**src/rtl/memory_arbiter.sv**
```systemverilog
// Two-port arbiter sharing one single-port synchronous data RAM between the CPU
// and the program/debug loader; every access runs IDLE -> ISSUE -> WAIT -> ACK.
module memory_arbiter #(
    parameter int AW       = 8,
    parameter int DW       = 8,
    parameter int MAX_WAIT = 4
) (
    input  logic          Clk,
    input  logic          Rst,
    input  logic          c_req,
    input  logic          c_we,
    input  logic [AW-1:0] c_addr,
    input  logic [DW-1:0] c_wdata,
    output logic          c_ack,
    output logic [DW-1:0] c_rdata,
    input  logic          l_req,
    input  logic          l_we,
    input  logic [AW-1:0] l_addr,
    input  logic [DW-1:0] l_wdata,
    output logic          l_ack,
    output logic [DW-1:0] l_rdata,
    output logic          m_en,
    output logic          m_we,
    output logic [AW-1:0] m_addr,
    output logic [DW-1:0] m_wdata,
    input  logic [DW-1:0] m_rdata,
    output logic          owner,
    output logic          busy
);

    typedef enum logic [1:0] {
        S_IDLE,
        S_ISSUE,
        S_WAIT,
        S_ACK
    } state_t;

    localparam logic [3:0] MAX_CNT = 4'(MAX_WAIT);

    state_t     state;
    logic [3:0] wait_cnt;
    logic       grant_loader;

    // NOTE: combinational logic uses always_comb with every output assigned on
    // all paths, so no latch can be inferred.
    always_comb begin
        grant_loader = l_req && (!c_req || wait_cnt == MAX_CNT);
    end

    // NOTE: sequential state uses non-blocking assignments only, so every
    // register sees the pre-edge value of every other register.
    always_ff @(posedge Clk or negedge Rst) begin
        if (!Rst) begin
            state    <= S_IDLE;
            wait_cnt <= '0;
            c_ack    <= 1'b0;
            c_rdata  <= '0;
            l_ack    <= 1'b0;
            l_rdata  <= '0;
            m_en     <= 1'b0;
            m_we     <= 1'b0;
            m_addr   <= '0;
            m_wdata  <= '0;
            owner    <= 1'b0;
            busy     <= 1'b0;
        end else begin
            case (state)
                S_IDLE: begin
                    if (c_req || l_req) begin
                        owner <= grant_loader;
                        m_en  <= 1'b1;
                        busy  <= 1'b1;
                        state <= S_ISSUE;
                        if (grant_loader) begin
                            m_we    <= l_we;
                            m_addr  <= l_addr;
                            m_wdata <= l_wdata;
                        end else begin
                            m_we    <= c_we;
                            m_addr  <= c_addr;
                            m_wdata <= c_wdata;
                        end
                    end
                    // The guard counts only arbitrations the loader actually lost.
                    if (grant_loader || !l_req) begin
                        wait_cnt <= '0;
                    end else if (wait_cnt != MAX_CNT) begin
                        wait_cnt <= wait_cnt + 4'd1;
                    end
                end
                S_ISSUE: begin
                    m_en  <= 1'b0;
                    state <= S_WAIT;
                end
                S_WAIT: begin
                    if (!m_we) begin
                        if (owner) l_rdata <= m_rdata;
                        else       c_rdata <= m_rdata;
                    end
                    if (owner) l_ack <= 1'b1;
                    else       c_ack <= 1'b1;
                    state <= S_ACK;
                end
                S_ACK: begin
                    c_ack <= 1'b0;
                    l_ack <= 1'b0;
                    busy  <= 1'b0;
                    state <= S_IDLE;
                end
                default: state <= S_IDLE;
            endcase
        end
    end

endmodule

```
**config.mk**
```make
export PLATFORM = sky130hd
export DESIGN_NAME = memory_arbiter
export DESIGN_NICKNAME = d
export VERILOG_FILES = /design/src/rtl/memory_arbiter.sv
export SDC_FILE = /design/constraint.sdc
export NUM_CORES = 1
export LEC_CHECK = 0
export CORE_UTILIZATION = 39
export CTS_CLUSTER_DIAMETER = 50
export DETAILED_ROUTE_END_ITERATION = 10
export PLACE_DENSITY = 0.73
export SYNTH_ARGS = -nofsm -noshare
export SYNTH_HDL_FRONTEND = slang
export SYNTH_SLANG_ARGS = --single-unit
export TNS_END_PERCENT = 20
```
**constraint.sdc**
```tcl
create_clock -name Clk -period 1.8 [get_ports Clk]
set_clock_uncertainty 0.2 [all_clocks]
set_input_delay 0.45 -clock Clk [delete_from_list [all_inputs] [get_ports Clk]]
set_output_delay 0.45 -clock Clk [all_outputs]
set_load 0.005 [all_outputs]
```
==> results summary <==
The run finished with clean final reports. Data on the critical path is required at its endpoint by 1.79 ns. After filler insertion, the fill cell instance count of the layout stands at 431. The global placer's final weighted congestion came out at 0.726. The primary flip-flop cell chosen by synthesis mapping is sky130_fd_sc_hd__dfrtp_1. The floorplan die height came out at 75.9 um.

The detail-routed net length per standard cell is 14.7 um. The portion of the clock cycle consumed by the worst path in the final layout is 97.4%. The die covers 5760 um^2. Pin placement for this block handled 84 I/O pins. The final number of max-transition violations was 0. The die extent in x is 75.9 um. The number of violations reported at the end of detailed-routing iteration 0 came out at 79. Across all layers, the routed design uses 1893 vias.

The final layout net count came out at 350. For the worst setup path, the data arrival time is 1.74 ns. The total iterations of the first detailed-routing run is 4. The synthesized design contains 44 register bits. The clock-pin slew on the worst setup and hold paths came out at 0.08 ns. By startpoint and endpoint, the worst setup path is classified as register to register.

For the final routed database, the setup TNS stands at 0 ns. In this run the standard cell core region covers 5170 um^2. The worst register-to-register path begins at state[1].

The power density over the cells is 1430 nW/um^2. In this run the worst hold path is classified as register to register. The gate count after technology mapping is 194. The maximum root-to-sink buffer count is 2.

The number of unique standard cell types used by synthesis came out at 36. The quantity of I/O buffers inserted on ports came out at 83. The clock network fraction of total power came out at 13.3%. The post-route antenna net violation count came out at 0. Summing internal, switching and leakage power gives 4750 uW.

The area of the multi-input gates is 941 um^2. The fraction of layout instances using a drive strength above 1 is 21.8%. The count of maximum capacitance violations is 0. The count of warnings emitted by yosys came out at 0. The final-report setup violation count is 0. The worst IR drop on VDD came out at 674 uV. The residual overflow from global routing came out at 0.

The finished cells cover 3330 um^2. TritonCTS built the clock tree. The layout overhead on the synthesized area came out at 56.4%. In this run the tightest slew margin relative to its limit is 71.7%.

The detailed placement HPWL is 3830 um. In this run switching power makes up 33.2% of total power. The first global-routing pass estimated 9090 um of wire.

The source of the worst hold timing path is m_addr[7]. The H-tree depth is 2. The proportion of power drawn by flip-flops and latches came out at 36.1%. The final critical path time including I/O delays and setup is 1.75 ns. Clock tree synthesis selected as its root buffer the cell sky130_fd_sc_hd__clkbuf_8. Setup repair after global routing left no endpoint under its margin.

The number of synthesized flops with an enable pin is 0. For this block, the routed nets add up to 5400 um of wire. The largest net degree at the start of global routing came out at 19. Of all nets on the critical path, the largest fanout is 4.

In this run, the combinational gates consume 50.6% of the power. In this run the worst setup path begins at state[1]. The placement row count is 26. The number of global-route vias before repair is 1857.

The average instance in the mapped netlist occupies 11.0 um^2. The number of DRC violations after detailed routing came out at 0. The TritonCTS buffer count came out at 5. The antenna diode count came out at 0. Synthesis produced a netlist with a net count of 247.

For this design, the sink count on the clock tree is 44. In the layout the commonest cells are 43 x sky130_fd_sc_hd__dfrtp_1, 43 x sky130_fd_sc_hd__clkdlybuf4s50_1, 39 x sky130_fd_sc_hd__nand2_1. For the worst-skew pair, the clock arrives at the later sink with an insertion delay of 0.29 ns. The synthesized netlist occupies a cell area of 2130 um^2. For this run, the register share of the synthesized area comes to 51.7%. The analysis attributes to cell leakage a power of 0.00156 uW. For the pin with the worst max-slew slack, the measured transition is 0.425 ns. Dividing the detail-routed via count by the number of cells gives 5.14. The number of antenna violations at the first check in global routing came out at 0. The kind of capture point of the worst setup path is a register. The nature of the critical path startpoint is a register. Registers take 1100 um^2. The initial utilization of the core area, before any placement, comes to 41.2%. The async set-or-reset flop fraction in the synthesized netlist is 100%. The total track usage came out at 19.8%. The total count of hold-check failures in the final report is 0. Once placement finished, the instance area stood at 3180 um^2. The internal power consumption came out at 3170 uW. Based on the critical path, the design can be clocked at up to 0.571 GHz. The power dissipated by switching net loads came out at 1580 uW.
[power by group through the flow]
stage	Clock, uW	Sequential, uW	Combinational [uW]
floorplan	0	1770	1120
global placement	0	1750	2470
detailed placement	0	1770	2540
CTS	657	1720	2420
global route	696	1790	2620
finish	633	1720	2410
[through the flow]
stage / hold WS [ns] / worst slack (ns) / utilization, % / instances
after floorplan: -0.0456 / 0.0459 / - / 194
after global placement: 0.208 / -0.293 / 61.4 / 353
after detailed placement: 0.216 / -0.341 / 61.4 / 353
after CTS: 0.303 / 0.000773 / 63.3 / 366
after global routing: 0.321 / 0.000818 / 64.4 / 368
final: 0.294 / 0.0477 / 64.4 / 368
[critical path, stage by stage (launching register included)]
cell and delay [ns]:
sky130_fd_sc_hd__dfrtp_1 0.43, sky130_fd_sc_hd__inv_2 0.09, sky130_fd_sc_hd__ha_2 0.20, sky130_fd_sc_hd__inv_2 0.04, sky130_fd_sc_hd__or3_4 0.38, sky130_fd_sc_hd__mux2_4 0.30
[area by class of cell]
type | count | share of cell area, %
Clock buffer | 6 | 2.48
Clock inverter | 2 | 0.300
Inverter | 8 | 0.901
Multi-Input combinational cell | 129 | 28.2
Sequential cell | 44 | 33.1
Tap cell | 70 | 2.63
Timing Repair Buffer | 109 | 32.4
[logic make-up after synthesis]
family / share of synthesized area, %
and+or+nand+nor: 16.9
adders and majority gates: 4.11
AOI/OAI and AO/OA: 11.9
DFF: 51.7
buffers and inverters: 4.76
muxes: 10.6
[cell usage after synthesis (all sizes together), types with 2 or more instances]
| library cell | n | area [um^2] |
|---|---|---|
| a22o | 2 | 17.5 |
| buf | 11 | 63.8 |
| clkbuf | 2 | 7.51 |
| dfrtp | 44 | 1100 |
| ha | 7 | 87.6 |
| inv | 8 | 30.0 |
| mux2 | 18 | 206 |
| mux2i | 2 | 20.0 |
| nand2 | 39 | 146 |
| nand3 | 2 | 10.0 |
| nand3b | 2 | 15.0 |
| nand4 | 17 | 106 |
| o211ai | 17 | 128 |
| o21ai | 7 | 50.1 |
| o311ai | 2 | 17.5 |
| or3 | 2 | 17.5 |
[path summary, 6_finish.rpt]
path,end,slack (ns),cells past startpoint
worst min register to register,m_addr[7],0.29,2
worst max register to register,state[1],0.05,5
max in group asynchronous,c_rdata[3],0.42,3
min in group asynchronous,m_addr[2],0.42,2
worst min-delay path,m_addr[7],0.29,2
worst max-delay path,state[1],0.05,5
[layer usage]
| layer | global-route usage [%] | up-vias | wire [um] |
|---|---|---|---|
| met3 | 4.46 | 4 | 307 |
| met5 | 0 | - | 0 |
| li1 | - | 904 | - |
| met1 | 27.0 | 922 | 2440 |
| met4 | 4.04 | 0 | 29 |
| met2 | 32.4 | 63 | 2620 |
[state kept, by name, summed over array words and instances, names as in the netlist]
register,count
l_rdata,8
c_ack,1
owner,1
m_addr,8
wait_cnt,4
m_en,1
m_we,1
l_ack,1
c_rdata,8
m_wdata,8
busy,1
state,2
[repair_timing]
| item | CTS | global route |
|---|---|---|
| endpoints found under the setup margin | 29 | 44 |
| hold endpoints to repair | 16 | 0 |
| pin swaps | 0 | 2 |
| hold buffers | 1 | 0 |
| buffers inserted | 4 | 2 |
| gates cloned | 0 | 0 |
| resized for setup | 30 | 16 |
(Power assumes the default switching activity.)
